==> src/rtl/regfile_wb_ctrl.sv <==
// Write-back controller: buffers register writes in a DEPTH-entry FIFO and issues one registered strobe per cycle.
// Accept at edge N is issued at edge N+1; req_ready drops only while the FIFO is full.
module regfile_wb_ctrl #(
    parameter int DATA_W = 4,
    parameter int NREG   = 4,
    parameter int ADDR_W = 3,
    parameter int DEPTH  = 2
) (
    input  logic              clk,
    input  logic              rst,
    input  logic              req_valid,
    output logic              req_ready,
    input  logic [ADDR_W-1:0] req_addr,
    input  logic [DATA_W-1:0] req_data,
    input  logic              hold,
    input  logic              flush,
    input  logic              err_clr,
    output logic [NREG-1:0]   chosen,
    output logic              w_en,
    output logic [DATA_W-1:0] w_data,
    output logic              busy,
    output logic              err
);

    localparam int PW = (DEPTH > 1) ? $clog2(DEPTH) : 1;
    localparam int CW = PW + 1;
    localparam int EW = ADDR_W + DATA_W;
    // Saturate the legal-address limit so a bank larger than the address space never wraps.
    localparam int NREG_SAT = (NREG >= (2 ** ADDR_W)) ? (2 ** ADDR_W) : NREG;
    localparam logic [ADDR_W:0] NREG_LIM = (ADDR_W + 1)'(NREG_SAT);

    typedef enum logic [1:0] {
        IDLE,
        ISSUE,
        STALL
    } state_t;

    state_t            state;
    state_t            state_nxt;
    logic [CW-1:0]     count;
    logic [CW-1:0]     count_nxt;
    logic [PW-1:0]     wr_ptr;
    logic [PW-1:0]     rd_ptr;
    logic [EW-1:0]     mem [DEPTH];
    logic              accept;
    logic              legal;
    logic              push;
    logic              pop;
    logic [ADDR_W-1:0] head_addr;
    logic [DATA_W-1:0] head_data;

    assign req_ready = (count < CW'(DEPTH));
    assign legal     = ({1'b0, req_addr} < NREG_LIM);
    assign accept    = req_valid && req_ready && !flush;
    assign push      = accept && legal;
    assign pop       = (state != IDLE) && !hold && !flush;
    assign {head_addr, head_data} = mem[rd_ptr];
    assign busy      = (count != '0) || w_en;

    // state mirrors occupancy: IDLE exactly when the FIFO is empty.
    always_comb begin
        count_nxt = count;
        state_nxt = state;
        if (flush) begin
            count_nxt = '0;
        end else begin
            count_nxt = count + CW'(push) - CW'(pop);
        end
        if (count_nxt == '0) begin
            state_nxt = IDLE;
        end else if (hold) begin
            state_nxt = STALL;
        end else begin
            state_nxt = ISSUE;
        end
    end

    always_ff @(posedge clk or posedge rst) begin
        if (rst) begin
            state  <= IDLE;
            count  <= '0;
            wr_ptr <= '0;
            rd_ptr <= '0;
        end else begin
            state <= state_nxt;
            count <= count_nxt;
            if (flush) begin
                wr_ptr <= '0;
                rd_ptr <= '0;
            end else begin
                if (push) wr_ptr <= wr_ptr + PW'(1);
                if (pop)  rd_ptr <= rd_ptr + PW'(1);
            end
        end
    end

    always_ff @(posedge clk) begin
        if (push) mem[wr_ptr] <= {req_addr, req_data};
    end

    always_ff @(posedge clk or posedge rst) begin
        if (rst) begin
            w_en   <= 1'b0;
            chosen <= '0;
            w_data <= '0;
        end else if (pop) begin
            w_en   <= 1'b1;
            chosen <= NREG'(1) << head_addr;
            w_data <= head_data;
        end else begin
            w_en   <= 1'b0;
            chosen <= '0;
        end
    end

    // An illegal accept in the same cycle as err_clr keeps the flag set.
    always_ff @(posedge clk or posedge rst) begin
        if (rst) begin
            err <= 1'b0;
        end else if (accept && !legal) begin
            err <= 1'b1;
        end else if (err_clr) begin
            err <= 1'b0;
        end
    end

endmodule

==> config.mk <==
export PLATFORM = sky130hd
export DESIGN_NAME = regfile_wb_ctrl
export DESIGN_NICKNAME = d
export VERILOG_FILES = /design/src/rtl/regfile_wb_ctrl.sv
export SDC_FILE = /design/constraint.sdc
export NUM_CORES = 1
export LEC_CHECK = 0
export ABC_AREA = 1
export CELL_PAD_IN_SITES_DETAIL_PLACEMENT = 0
export CELL_PAD_IN_SITES_GLOBAL_PLACEMENT = 1
export CORE_MARGIN = 2
export CORE_UTILIZATION = 35
export DETAILED_ROUTE_END_ITERATION = 16
export PLACE_DENSITY_LB_ADDON = 0.1
export SLEW_MARGIN = 15
export SYNTH_ARGS = -nofsm -noshare
export SYNTH_HDL_FRONTEND = slang
export SYNTH_SLANG_ARGS = --single-unit
==> constraint.sdc <==
create_clock -name clk -period 1.7 [get_ports clk]
set_input_delay 0.425 -clock clk [delete_from_list [all_inputs] [get_ports clk]]
set_output_delay 0.425 -clock clk [all_outputs]
set_load 0.05 [all_outputs]
==> out/metrics.cfg <==
[run_status]
status=complete, no violations

[detailed_routing]
drt_pre_antenna_iters=4
via_per_inst=4.326
vias=822
drtIter0Drc=12
ant_nets=0
wire_per_inst_um=12.19
drc=0
wl_mm=2.317

[cells_and_area]
fin_cells=190
nNetsFinal=158
syn_to_final_growth_pct=41.80
drive_gt1_share_pct=35.42
diodes=0

[die]
die_w_um=62.12
dieHeight_um=62.12
initial_core_util_pct=36.00
dieArea_mm2=0.003859
core_mm2=0.003284
pin_count=25
rows=21

[worst_setup_path]
timing.critical_path.from=w_en
r2r-start=count[1]
required_ns=1.27
crit_type=register to output port
crit_fanout=2
crit_arrival_ns=1.26
start_kind=register
end_kind=output port

[logic_synthesis]
yosysTopAreaCell=edfxtp_1
synth_xor_xnor_area_share_pct=0
syn-num-nets=112
yosysWarnings=0
ys_seq_area_share_pct=69.42
yosys.area_share.adder_pct=2.116
netlist.area_leader.share_pct=35.56
synth_top_family_by_area=simple AND/OR/NAND/NOR gates
synth.area.top_cells=edfxtp_1 36%, dfrtp_1 34%, inv_1 3.8%
synth_compound_gate_area_share_pct=8.677
synth_cells=97
yosys.area_share.simple_pct=13.65
avgSynthCellArea_um2=12.19
synthMuxAreaShare_pct=0.8466
ys_types=23
synth-seq-cells=30
syn-cell-area_mm2=0.001182

[flow_run]
drv_cap=0

[timing]
setup_violations=0
fmax_ghz=0.5931
maxSlewViolCount=0
min_period_ns=1.686
worstMarginPinSlew_ns=0.3559
setup_ws_ns=0.01385
fin_crit_sh_pct=99.19
rsz0062_at_grt=yes
relSlewSlack_pct=76.27
hold_slack_ns=0.2945
fin_skew_ns=0.01314
hold_viol_final=0

[cts]
cts_max_path_buffers=2
clk_latency_ns=0.33
cts_root_buf=clkbuf_4
cts_tree=built
postCtsHoldBufs=0
ctsHtreeMaxLevel=2
cts.clk_slew.worst_paths_ns=0.10
clock_sinks=30
cts_made_buffers=5

[global_routing]
grt_max_degree=17
grt_pass1_vias=822
grt_pass1_wl_mm=3.801
use_met3_pct=6.341
grtUsageTotal_pct=13.30
antenna_found_initial=0
met1_usage_pct=16.99
globalRouteOverflowTotal=0
grt_util_met2_pct=18.48
busiest_layer=met2

[place]
place_inst=177
io_buffer_count=24
place.gp.congestion=0.7143
pre_cts_slack_ns=-0.3339
hpwl_mm=1.644

[hold_path]
min_path_type=primary input to register
worstHoldStart=hold

[power_and_ir_drop]
ir_drop_mv=0.3916
power_density_mw_per_mm2=1060
p_leak_nw=0.7454

where the power goes:
part / switching (mW) / internal [mW]
clock network: 0.251 / 0.154
logic: 0.320 / 0.186
registers: 0.0377 / 0.829
per-layer routing:
layer | wire, um | vias up
met5 | 0 | -
met4 | 51 | 0
met3 | 142 | 6
met2 | 1028 | 24
met1 | 1095 | 374
li1 | - | 418
cell usage in the layout (no fill, tap or decap), types with 2 or more instances in the layout:
cell type / n
buf_4: 25
clkbuf_4: 5
buf_12: 2
clkdlybuf4s50_1: 11
inv_1: 11
a21oi_2: 2
o21ai_0: 8
o21ai_2: 2
dfrtp_1: 15
nor2_1: 6
or2_2: 4
edfxtp_1: 14
nand4_1: 2
o211ai_1: 4
nand2_2: 2
nand3_1: 2
clkinvlp_4: 2
nand2_1: 10
cell type report:
cell class	instances	area (um2)
clock inverters	3	16.27
fillers	317	1608
multi-input cells	53	326.6
repair buffers	40	361.6
well taps	46	57.56
inverters	13	55.05
clock buffers	5	37.54
flip-flops and latches	30	822.0
Yosys cell counts:
library cell and count:
a21oi_1 3, buf_6 1, dfrtp_1 16, edfxtp_1 14, ha_1 2, inv_1 12
inv_4 1, mux2i_1 1, nand2_1 11, nand2_2 1, nand2b_1 1, nand3_1 3
nand3b_1 1, nand4_1 2, nor2_1 6, nor2_2 1, o211ai_1 4, o21ai_0 8
o21ai_2 2, or2_0 1, or2_1 1, or2_2 4, or3_1 1
logic make-up after synthesis:
| family | Yosys count |
|---|---|
| AND/OR/NAND/NOR | 33 |
| multiplexers | 1 |
| flip-flops | 30 |
| adder cells (fa/ha/maj) | 2 |
| AO/OA/AOI/OAI | 17 |
| buffers and inverters | 14 |
sequential cells by signal (all words and copies together) (netlist names):
register and count:
state 2, count 2, mem 14, rd_ptr 1
err 1, w_en 1, w_data 4, chosen 4
wr_ptr 1
final timing paths:
path / endpoint / slack (ns) / depth (start not counted)
max: busy / 0.01 / 2
min: state[0] / 0.29 / 2
max reg2reg: state[0] / 0.03 / 9
min reg2reg: w_data[0] / 0.49 / 2
max in group asynchronous: wr_ptr / 1.12 / 3
min in group asynchronous: w_data[0] / 0.39 / 3
critical path: stages, from the launching register on:
cell,delay (ns)
dfrtp_1,0.39
or3_1,0.38
buf_6,0.16
through the flow:
step / util [%] / total power [mW] / cell area [um2] / TNS, ns
after global routing: 51.05 / 1.873 / 1677 / -0.2884
after floorplan: - / 1.186 / 1206 / -0.1425
final: 51.05 / 1.777 / 1677 / 0
after global placement: 47.81 / 1.364 / 1570 / -2.213
after detailed placement: 47.81 / 1.369 / 1570 / -2.638
after CTS: 50.29 / 1.790 / 1652 / -0.003036
what timing repair did:
| item | CTS | global route |
|---|---|---|
| setup buffers | 3 | 2 |
| pin swaps | 1 | 2 |
| setup endpoints to repair | 1 | 5 |
| gates resized for setup | 2 | 3 |
No activity file was read; power rests on OpenSTA's default activity.
